**config.mk**
```make
export PLATFORM = sky130hd
export DESIGN_NAME = ofifo_4bit
export DESIGN_NICKNAME = d
export VERILOG_FILES = /design/src/rtl/ofifo_4bit.sv
export SDC_FILE = /design/constraint.sdc
export NUM_CORES = 1
export LEC_CHECK = 0
export CAP_MARGIN = 20
export CORE_MARGIN = 5
export CORE_UTILIZATION = 30
export DETAILED_ROUTE_END_ITERATION = 10
export RECOVER_POWER = 25
export SKIP_LAST_GASP = 1
export SLEW_MARGIN = 15
export SYNTH_ARGS = -nofsm -noshare
export SYNTH_HDL_FRONTEND = slang
export SYNTH_SLANG_ARGS = --single-unit
```
**constraint.sdc**
```tcl
create_clock -name clk -period 5.9 [get_ports clk]
set_input_delay 0.885 -clock clk [delete_from_list [all_inputs] [get_ports clk]]
set_output_delay 0.885 -clock clk [all_outputs]
set_load 0.05 [all_outputs]
```
**src/rtl/ofifo_4bit.sv**
```systemverilog
// Output FIFO after the SFP stage: per-column lanes absorb skewed activation writes
// and present complete, column-aligned rows to the writer with first-word-fall-through.
module ofifo_4bit #(
    parameter int col    = 8,
    parameter int act_bw = 4,
    parameter int depth  = 8
) (
    input  logic                  clk,
    input  logic                  reset,
    input  logic [col*act_bw-1:0] in,
    input  logic [col-1:0]        wr,
    input  logic                  rd,
    output logic [col*act_bw-1:0] out,
    output logic                  o_valid,
    output logic                  o_full,
    output logic                  o_ready,
    output logic                  o_overflow
);

    localparam int PW = (depth > 1) ? $clog2(depth) : 1;
    localparam int CW = PW + 1;

    logic [act_bw-1:0] r_mem  [col][depth];
    logic [PW-1:0]     r_wptr [col];
    logic [PW-1:0]     r_rptr [col];
    logic [CW-1:0]     r_cnt  [col];
    logic              r_overflow;

    logic              w_valid;
    logic              w_full;
    logic              w_pop;
    logic [col-1:0]    w_wen;
    logic [col-1:0]    w_drop;

    // Flags and the head row come straight from counts and read pointers
    always_comb begin
        w_valid = 1'b1;
        w_full  = 1'b0;
        w_wen   = '0;
        w_drop  = '0;
        out     = '0;
        for (int i = 0; i < col; i++) begin
            if (r_cnt[i] == '0)
                w_valid = 1'b0;
            if (r_cnt[i] == CW'(depth))
                w_full = 1'b1;
            // A full lane drops its write even if the same edge pops it
            w_wen[i]  = wr[i] && (r_cnt[i] != CW'(depth));
            w_drop[i] = wr[i] && (r_cnt[i] == CW'(depth));
        end
        w_pop = rd && w_valid;
        if (w_valid) begin
            for (int i = 0; i < col; i++)
                out[i*act_bw +: act_bw] = r_mem[i][r_rptr[i]];
        end
    end

    assign o_valid    = w_valid;
    assign o_full     = w_full;
    assign o_ready    = ~w_full;
    assign o_overflow = r_overflow;

    always_ff @(posedge clk) begin
        if (reset) begin
            for (int i = 0; i < col; i++) begin
                r_wptr[i] <= '0;
                r_rptr[i] <= '0;
                r_cnt[i]  <= '0;
            end
            r_overflow <= 1'b0;
        end else begin
            for (int i = 0; i < col; i++) begin
                if (w_wen[i])
                    r_wptr[i] <= r_wptr[i] + PW'(1);
                if (w_pop)
                    r_rptr[i] <= r_rptr[i] + PW'(1);
                case ({w_wen[i], w_pop})
                    2'b10:   r_cnt[i] <= r_cnt[i] + CW'(1);
                    2'b01:   r_cnt[i] <= r_cnt[i] - CW'(1);
                    default: r_cnt[i] <= r_cnt[i];
                endcase
            end
            if (|w_drop)
                r_overflow <= 1'b1;
        end
    end

    // Storage is not reset; pointers and counts alone define what is live
    always_ff @(posedge clk) begin
        for (int i = 0; i < col; i++) begin
            if (!reset && w_wen[i])
                r_mem[i][r_wptr[i]] <= in[i*act_bw +: act_bw];
        end
    end

endmodule

```
# Word-level counts from Yosys, hierarchy flattened
# Memories as Yosys holds them, arrays and structs flattened.
# Index checks and enable logic that the tools add are counted.
# op_classes
add_sub_neg,32
magnitude_cmp,24
n_eq_ne,32
mux,214
bitwise,57
reduce_logical,51
# op_table
op,count
$mux 32,9
$mux 4,48
$mux 1,125
$bmux 4 s3,8
$demux 4 s3,8
$ge 4x4->1 const B,16
$not 3->4,16
$add 3x1->3 const B,16
$mux 3,16
$or 1x1->1,40
$logic_and 1x1->1,33
$add 4x1->4 const B,8
$eq 4x4->1 const B,8
$logic_not 4->1,8
$lt 4x1->1 const B,8
$ne 4x4->1 const B,8
$sub 4x1->4 const B,8
$eq 2x1->1 const B,8
$eq 2x2->1 const B,8
$reduce_or 2->1,8
$reduce_or 8->1,1
$logic_not 1->1,1
$not 1->1,1
# word_totals
register_bits,1
ramBits,336
memories,4
# memory_table
memory,depth,width,rd,rd_ports_with_merged_regs,wr,line_no,text
r_mem,8,32,8,0,8,23,logic [act_bw-1:0] r_mem [col][depth];
r_cnt,8,4,8,0,8,26,logic [CW-1:0] r_cnt [col];
r_rptr,8,3,8,0,8,25,logic [PW-1:0] r_rptr [col];
r_wptr,8,3,8,0,8,24,logic [PW-1:0] r_wptr [col];

# Logic depth before layout (Yosys ltp)
# Gate-level depths: netlist of run 1.
# logic_depth
depth_word,17
ltp_mapped,15
ltp_nobuf,14

# Least setup slack after synthesis of run 1
# No wires, ideal clock.
# synth_timing
kind,flip-flop to output port
startpoint,memory r_cnt[1][4] (netlist name)
endpoint,output o_ready
arrival_time_ns,2.395
required_ns,5.015
path_slack_ns,2.620
stages_incl_launch_ff,6
n_path_buf,0
cell_sequence,edfxtp_1 -> inv_1 -> ha_1 -> nand3b_1 -> nand4_1 -> nor4_1
# synth_rtl
item,line_no,text
"start, declared",26,
"end, declared",16,"output logic o_ready,"

==> results of run 1 <==
==> registers in the layout (all words and copies together), names as in the netlist <==
register    flops
o_overflow      1
r_cnt          32
r_rptr         24
r_wptr         24
r_mem         256
==> worst max path at each step <==
stage,start,to,slack (ns)
finish,r_cnt[1][4],o_valid,1.46
global route,r_cnt[1][4],out[7],1.19
CTS,r_cnt[1][4],o_valid,1.39
detailed placement,r_cnt[1][4],o_valid,2.01
global placement,r_cnt[1][4],o_valid,2.05
floorplan,r_cnt[1][4],o_ready,2.62
==> routing by layer <==
layer  up-vias  wire length, um
met5         -               34
met4         4              603
met3        40             1457
met2       128            13380
met1      3830            12530
li1       3709                -
==> worst reg2reg max path, stage by stage, from the launching register on <==
cell and delay (ns):
edfxtp_1 0.41, inv_1 0.06, ha_1 0.23, nor3b_1 0.16
nor4_2 0.38, nand2_2 0.39, nor2_1 0.76, ha_1 0.32
nand2b_1 0.15, xnor2_1 0.18, ha_1 0.19, nor2_1 0.04
mux2i_1 0.18, xor2_1 0.16, nor2_1 0.05
==> metrics by stage <==
step                      instance area, um2    util  cells
after floorplan                        14860       -    927
after global placement                 16340  0.3338   1637
after detailed placement               16340  0.3338   1637
after CTS                              17580  0.3592   1703
after global routing                   17580  0.3591   1703
final                                  17580  0.3591   1703
==> power breakdown <==
group,switching [mW],internal (mW),total (mW)
registers,0.402,2.98,3.38
logic,1.47,0.988,2.45
clock network,0.912,1.43,2.34
total,2.78,5.40,8.18
==> logic make-up (layout without fill, tap and decap cells) <==
logic type               Yosys count  in the layout
adder cells (fa/ha/maj)           41             41
flip-flops                       337            337
AND/OR/NAND/NOR                  314            314
buffers and inverters             67            179
XOR/XNOR                          34             34
multiplexers                     105            105
AO/OA/AOI/OAI                     29             29
==> synth_stat cells, drive strengths merged <==
cell type    n
o21bai       8
nor4b        5
or4          3
a32oi        2
nor4        11
buf         22
mux4        64
o211a        1
a21oi        8
nor3b        8
dfxtp        1
and4b        2
ha          41
nand4        4
a21o         4
a221oi       2
xor2        11
edfxtp     336
nand2       29
a22oi        1
xnor2       23
o21ai        1
nor2       146
clkbuf      14
nand2b      40
nor2b        7
mux2i       41
and2         5
nand3b       4
or3          1
a31oi        2
inv         31
nand4b       3
nand3        4
or2          6
nor3        33
and3         3
==> final cells by class <==
cell class | instances | area, um2 | area share
Clock inverter | 23 | 252.7 | 0.01438
Timing Repair Buffer | 82 | 804.5 | 0.04576
Multi-Input combinational cell | 523 | 4476 | 0.2546
Inverter | 31 | 116.4 | 0.006619
Tap cell | 664 | 830.8 | 0.04726
Clock buffer | 43 | 991.0 | 0.05637
Sequential cell | 337 | 10110 | 0.5750
==> layout by cell type (no fill, tap or decap), types with 28 or more instances in the layout <==
cell	instances
clkbuf_16	39
clkdlybuf4s50_1	54
edfxtp_1	336
ha_1	41
inv_1	30
mux2i_1	41
mux4_2	64
nand2_1	28
nand2b_1	38
nor2_1	136
nor3_1	33
==> flow_summary.yaml, run 1 <==
power:
  power.static_leakage_nw: 5.892
  fin_total_pwr_mw: 8.176
  ir_worst_vdd_v: 0.0004758
  cellPowerDensity_nw_per_um2: 465.1
cts:
  cts_buffers: 37
  tritoncts_clock_tree: "built"
  clock_tree.htree_level_count: 2
  postCtsHoldBufs: 0
  tritoncts_num_sinks: 337
  cts.repair.resized: 0
  post_cts_buffers: 0
  clk_transition_reported_paths_ns: 0.06
  clk_latency_ns: 0.54
  cts-root-buf: "clkbuf_16"
  cts.path.max_buffers: 3
synthesis:
  yosys_warnings: 0
  synth_largest_type_area_fraction: 0.6790
  synth.distinct_cells: 46
  post-synth-top-area-cell: "edfxtp_1"
  netlist_top_cells_area: "edfxtp_1 (68%), mux4_2 (9.7%), ha_1 (3.5%)"
  synth.yosys.seq_area_share: 0.6803
  synthesis.area_per_instance_um2: 16.03
  mappedNetlistNets: 1011
  mappedNetlistArea_um2: 14860
  yosys_register_bits: 337
  synth_simple_gate_area_frac: 0.1085
  post_synth_fa_ha_maj_area_fraction: 0.03452
  syn_inst: 927
  post_synth_mux_area_share: 0.1246
  synthXorXnorAreaFrac: 0.02004
  synth_compound_area_frac: 0.01347
  main_combinational_cell_family_by_area_after_synthesis: "multiplexers"
worst_setup_path:
  crit_family: "buffers and inverters"
  r2r_cells: 14
  critPathLaunchType: "register"
  timing.critical_path.to_type: "primary output"
  setup.reg_to_reg.worst_slack_ns: 1.97
  timing.critical_path.slowest_stage_cell: "clkdlybuf4s50_1"
  worstSetupPathType: "register to primary output"
  worstPathArrival_ns: 3.56
  worst_ep_required_time_ns: 5.02
  timing.critical_path.slowest_cell_delay_ns: 0.82
  crit_fanout: 19
  crit_path_cells: "inv_1 -> ha_1 -> nor3b_1 -> nor4_2 -> nand2_2 -> buf_4 -> inv_2 -> clkdlybuf4s50_1"
  r2r_end: "r_cnt[0][14]"
  r2r_start: "r_cnt[1][4]"
  cp_num_cells: 8
  timing.critical_path.buf_inv: 4
grt:
  globalRouteTotalUtil: 0.1047
  number_of_global_route_vias_before_repair: 8108
  global_route.overflow_total: 0
  globalRouteMet3Util: 0.03038
  antenna_violations_before_repair: 2
  grt_first_pass_wirelength_um: 44220
  busiest_layer_in_global_routing: "met2"
  met2_usage: 0.1716
  grtUsageMet1: 0.1364
  grt_start_max_net_pins: 32
sta:
  clock-skew-final_ns: 0.02520
  timing.final.setup_violations: 0
  final_hold_violations: 0
  setup-tns-final_ns: 0
  worst_slew_pin_slew_ns: 0.8163
  fmax_mhz: 225.1
  setup_slack_ns: 1.458
  rsz0062_at_grt: "false"
  timing.slew.headroom: 0.4558
  worst_hold_slack_ns: 0.6145
  final_period_minus_worst_setup_slack_ns: 4.442
  maxSlewViolCount: 0
  period_utilization: 0.7528
worst_hold_path:
  hold_path_class: "register to register"
  worst_hold_path.endpoint: "r_wptr[1][9]"
  worst_hold_launch: "r_wptr[1][9]"
  min_delay_path_depth: 1
floorplanning:
  core.rowCount: 81
  chipHeight_um: 232.6
  die_area_um2: 54090
  floorplan_core_area_um2: 48950
  io_pins: 79
  start_util: 0.3036
  dieWidth_um: 232.6
final_layout:
  n_diodes: 0
  finalNetCount: 1096
  fillers: 4594
  area_delta_synth_final_pct: 18.30
  drive_above_1_share: 0.1473
run:
  timing.max_cap.violations: 0
route:
  detail_route.wl_per_cell_um: 16.44
  route.final.wire_length_um: 28000
  drt.antenna.violating_nets: 0
  vias: 7711
  total_drc_errors_in_the_routed_layout: 0
  vias_per_inst: 4.528
  starting_drc_count_in_detailed_routing: 426
  dr.pass1.iters: 5
place:
  buffer_ports.inserted: 78
  worst_setup_slack_after_placement_ns: 2.007
  finalWeightedCongestion: 0.7249
  dp_hpwl_um: 19690
status:
  outcome: "finished clean"
Power figures use the tool's default switching activity.
==> run 2: changes to the inputs <==
==> constraint.sdc (replaced) <==
create_clock -name clk -period 4.4 [get_ports clk]
set_input_delay 0.66 -clock clk [delete_from_list [all_inputs] [get_ports clk]]
set_output_delay 0.66 -clock clk [all_outputs]
set_load 0.05 [all_outputs]
==> run 2 against run 1 <==
The flow now finishes with violations (max-capacitance violations, max-slew violations). Sequential power rose by 34%. First-iteration DRC count rose by 5.2%. Sequential share of layout area fell by 0.090 points. Non-clock buffer count rose by 2. Total power up 35%. Combinational power rose by 36%. Routed wire length grew 3.1%. Sequential cell count unchanged. Setup slack worse by 1.2 ns. Via count increased by 1.3%. Critical path type unchanged. Critical endpoint is now out[24]. Largest cell class unchanged. Highest routed layer unchanged.
==> flow_summary.yaml, run 2 (synthesized netlist as in run 1, its figures left out) <==
status:
  outcome: "finished with violations"
  violations_in_the_final_reports: "max-capacitance violations, max-slew violations"
cts:
  cts.repair.resized: 0
  clock_tree.htree_level_count: 2
  postCtsHoldBufs: 0
  post_cts_buffers: 0
  cts-root-buf: "clkbuf_16"
  cts_buffers: 39
  clk_latency_ns: 0.54
  tritoncts_num_sinks: 337
  cts.path.max_buffers: 3
  tritoncts_clock_tree: "built"
  clk_transition_reported_paths_ns: 0.06
worst_setup_path:
  crit_fanout: 18
  worst_ep_required_time_ns: 3.74
  worstSetupPathType: "register to primary output"
  worstPathArrival_ns: 3.47
  timing.critical_path.to_type: "primary output"
  critPathLaunchType: "register"
  setup.reg_to_reg.worst_slack_ns: 0.73
sta:
  period_utilization: 0.9395
  worst_slew_pin_slew_ns: 1.539
  fmax_mhz: 241.9
  setup-tns-final_ns: 0
  clock-skew-final_ns: 0.02282
  timing.final.setup_violations: 0
  final_period_minus_worst_setup_slack_ns: 4.134
  rsz0062_at_grt: "false"
  final_hold_violations: 0
  maxSlewViolCount: 35
  timing.slew.headroom: -0.02602
final_layout:
  area_delta_synth_final_pct: 18.49
  drive_above_1_share: 0.1475
  finalNetCount: 1100
  sequential_cell_area_um2: 10110
  layout_common_cells: "edfxtp_1 (336), nor2_1 (136), mux4_2 (64)"
  n_diodes: 0
  multi_input_comb_area_um2: 4476
  fillers: 4610
  mostFrequentLayoutCell: "edfxtp_1"
  max_ffs_per_register: 256
worst_hold_path:
  hold_path_class: "register to register"
floorplanning:
  chipHeight_um: 232.6
  start_util: 0.3036
  io_pins: 79
  floorplan_core_area_um2: 48950
  core.rowCount: 81
  die_area_um2: 54090
  dieWidth_um: 232.6
power:
  power.static_leakage_nw: 5.892
  switchingPower_mw: 3.779
  power.switching_fraction: 0.3431
  cellPowerDensity_nw_per_um2: 625.5
  fin_total_pwr_mw: 11.01
  ir_worst_vdd_v: 0.0006697
  seq_power_share: 0.412
  internal-power_mw: 7.236
  clockPowerShare: 0.286
  pwr-share-comb: 0.302
route:
  detail_route.wl_per_cell_um: 16.90
  vias: 7815
  dr.pass1.iters: 4
  route.final.wire_length_um: 28870
  total_drc_errors_in_the_routed_layout: 0
  starting_drc_count_in_detailed_routing: 448
  drt.antenna.violating_nets: 0
  vias_per_inst: 4.576
grt:
  global_route.overflow_total: 0
  grt_start_max_net_pins: 35
  number_of_global_route_vias_before_repair: 8100
  globalRouteTotalUtil: 0.1068
  antenna_violations_before_repair: 4
  grt_first_pass_wirelength_um: 45280
place:
  buffer_ports.inserted: 78
  finalWeightedCongestion: 0.7268
  dp_hpwl_um: 19900
run:
  timing.max_cap.violations: 1
run 2: worst paths after layout:
| kind | to | cells after the start | from |
|---|---|---|---|
| min reg2reg | r_wptr[1][9] | 1 | r_wptr[1][9] |
| max reg2reg | r_cnt[1][10] | 16 | r_cnt[1][4] |
| max | out[24] | 8 | r_cnt[1][4] |
| min | r_wptr[1][9] | 1 | r_wptr[1][9] |
run 2: metrics by stage:
step,utilization,instance area [um2],worst slack (ns),std cells,hold slack [ns]
2_1_floorplan,-,14860,1.217,927,0.5685
3_3_place_gp,0.3343,16370,0.8603,1639,0.5908
3_5_place_dp,0.3343,16370,0.7337,1639,0.6030
4_1_cts,0.3597,17610,0.1980,1708,0.6135
5_1_grt,0.3597,17610,0.05503,1708,0.6450
6_report,0.3597,17610,0.2662,1708,0.6137
run 2: power groups by stage:
stage	logic [mW]	registers [mW]	clock network, mW
after floorplan	2.57	4.29	0
after global placement	3.32	4.59	0
after detailed placement	3.37	4.62	0
after CTS	3.39	4.55	3.26
after global routing	3.61	4.62	3.39
final	3.33	4.53	3.15
run 2: critical path, stage by stage, from the launching register on:
cell and delay, ns:
edfxtp_1 0.42, inv_1 0.06, ha_1 0.23, nor3b_1 0.15, nor4_2 0.38, nand2_2 0.40
buf_12 0.30, nor2_1 0.14, clkdlybuf4s50_1 0.83
run 2: cell type report:
| cell class | instances | area share |
|---|---|---|
| Timing Repair Buffer | 84 | 0.04725 |
| Multi-Input combinational cell | 523 | 0.2542 |
| Clock inverter | 18 | 0.01023 |
| Sequential cell | 337 | 0.5742 |
| Clock buffer | 51 | 0.06040 |
| Inverter | 31 | 0.006608 |
| Tap cell | 664 | 0.04718 |
run 2: metal layers:
layer	track usage	wire, um	part of all wire	up-vias
met5	0	61	0.0021	-
met4	0.02695	579	0.020	8
met3	0.03112	1497	0.052	54
met2	0.1732	13710	0.47	136
met1	0.1419	13020	0.45	3901
li1	-	-	-	3716
==> run 3: changes to the inputs <==
--- a/config.mk
+++ b/config.mk
@@ -9,7 +9,9 @@
 export CORE_MARGIN = 5
 export CORE_UTILIZATION = 30
 export DETAILED_ROUTE_END_ITERATION = 10
+export HOLD_SLACK_MARGIN = 0.15
 export RECOVER_POWER = 25
+export SETUP_SLACK_MARGIN = 0.2
 export SKIP_LAST_GASP = 1
 export SLEW_MARGIN = 15
 export SYNTH_ARGS = -nofsm -noshare
==> constraint.sdc (replaced) <==
create_clock -name clk -period 4.4 [get_ports clk]
set_input_delay 0.66 -clock clk [delete_from_list [all_inputs] [get_ports clk]]
set_output_delay 0.66 -clock clk [all_outputs]
set_load 0.01 [all_outputs]
==> run 3 against run 2 <==
The run now ends clean. Fmax up 7.7%. Critical path depth is the same. Clock skew decreased by 0.0018 ns. Setup slack gained 0.30 ns. Sequential share of layout area up 0.20 points. Critical path type unchanged.
==> flow_summary.yaml, run 3 (synthesized netlist as in run 1, its figures left out) <==
status:
  outcome: "finished clean"
floorplanning:
  chipHeight_um: 232.6
  die_area_um2: 54090
  dieWidth_um: 232.6
  io_pins: 79
  floorplan_core_area_um2: 48950
  core.rowCount: 81
  start_util: 0.3036
worst_hold_path:
  hold_path_class: "register to register"
final_layout:
  stdcell_count: 1704
  area_delta_synth_final_pct: 18.07
  max_ffs_per_register: 256
  n_diodes: 0
  mostFrequentLayoutCell: "edfxtp_1"
  drive_above_1_share: 0.1413
  layout.core_utilization: 0.3584
  finish.instance_area_um2: 17550
  finalNetCount: 1097
  layout_common_cells: "edfxtp_1 (336), nor2_1 (136), mux4_2 (64)"
sta:
  final_hold_violations: 0
  worst_slew_pin_slew_ns: 1.335
  final_period_minus_worst_setup_slack_ns: 3.837
  timing.final.setup_violations: 0
  maxSlewViolCount: 0
  rsz0062_at_grt: "false"
  timing.slew.headroom: 0.1099
  worst_hold_slack_ns: 0.6108
  setup-tns-final_ns: 0
  period_utilization: 0.8720
  clock-skew-final_ns: 0.02099
  fmax_mhz: 260.6
grt:
  antenna_violations_before_repair: 1
  global_route.overflow_total: 0
  number_of_global_route_vias_before_repair: 8081
  globalRouteTotalUtil: 0.1071
  grt_start_max_net_pins: 43
  grt_first_pass_wirelength_um: 45600
cts:
  postCtsHoldBufs: 0
  cts.path.max_buffers: 3
  post_cts_buffers: 0
  clk_transition_reported_paths_ns: 0.06
  tritoncts_num_sinks: 337
  clk_latency_ns: 0.54
  cts_buffers: 38
  tritoncts_clock_tree: "built"
  cts-root-buf: "clkbuf_16"
  clock_tree.htree_level_count: 2
route:
  drt.antenna.violating_nets: 0
  total_drc_errors_in_the_routed_layout: 0
  dr.pass1.iters: 4
  vias_per_inst: 4.601
  route.final.wire_length_um: 28510
  starting_drc_count_in_detailed_routing: 582
  detail_route.wl_per_cell_um: 16.73
  vias: 7840
place:
  finalWeightedCongestion: 0.7502
  place.detailed.instances: 1637
  dp_hpwl_um: 19810
  dpl_cell_area_um2: 16350
  buffer_ports.inserted: 78
power:
  ir_worst_vdd_v: 0.0002797
  power.static_leakage_nw: 5.861
  cellPowerDensity_nw_per_um2: 582.8
worst_setup_path:
  worstSetupPathType: "register to primary output"
  worst_ep_required_time_ns: 3.74
  timing.critical_path.slowest_stage_cell: "clkdlybuf4s50_1"
  crit_fanout: 19
  timing.critical_path.to_type: "primary output"
  timing.critical_path.slowest_cell_delay_ns: 0.55
  crit_path_cells: "inv_1 -> ha_1 -> nor3b_1 -> nor4_2 -> nand2_4 -> buf_4 -> nor2_1 -> clkdlybuf4s50_1"
  worstPathArrival_ns: 3.18
  critPathLaunchType: "register"
run:
  timing.max_cap.violations: 0
[run 3: changes by cell type in the layout (fill, tap and decap cells not counted), sizes merged]
cell	previous run	this run
buf	6	4
clkinvlp	4	3
dlygate4sd3	24	25
clkbuf	52	48
clkinv	10	11
inv	32	34
clkdlybuf4s50	53	52
[run 3: routing by layer]
layer  global-route usage  share of wire  wire [um]
met2               0.1678           0.46      13240
met3              0.02831          0.059       1675
met1               0.1449           0.45      12790
met4              0.03803          0.028        798
met5                    0        0.00046         13
[run 3: critical path, delay by kind of cell (launching register included)]
| family | cells | cell delay, ns |
|---|---|---|
| flops | 1 | 0.42 |
| fa+ha+maj | 1 | 0.23 |
| buf+inv | 3 | 0.94 |
| simple gates | 4 | 1.02 |
[run 3: where the power goes]
part	total, mW	internal (mW)	switching, mW
clock network	3.05	1.80	1.24
logic	2.64	1.33	1.30
registers	4.54	4.00	0.543
[run 3: final cells by class]
cell class / instances / area [um2]
clock buffer: 47 / 1006
clock inverter: 20 / 185.2
fill: 4612 / 31410
inverter: 31 / 116.4
multi-input combinational: 523 / 4481
sequential: 337 / 10110
tap: 664 / 830.8
timing repair buffer: 82 / 817.0
[run 3: stage by stage]
step                      power (mW)  setup WS, ns
final                          10.23        0.5632
after global routing           10.84        0.3060
after CTS                      10.39        0.3636
after detailed placement       7.290        0.7739
after global placement         7.233        0.9583
after floorplan                6.203         1.217
[run 3: path summary, 6_finish.rpt]
| check | start | cells after the start | to | slack, ns |
|---|---|---|---|---|
| max reg2reg | r_cnt[1][4] | 15 | r_cnt[1][10] | 0.86 |
| min reg2reg | r_wptr[1][9] | 1 | r_wptr[1][9] | 0.61 |
| max | r_cnt[1][4] | 8 | out[25] | 0.56 |
| min | r_wptr[1][9] | 1 | r_wptr[1][9] | 0.61 |
[run 3: repair_timing]
action,4_1_cts,5_1_grt
hold endpoints to repair,0,0
setup endpoints to repair,0,2
resized for setup,0,1
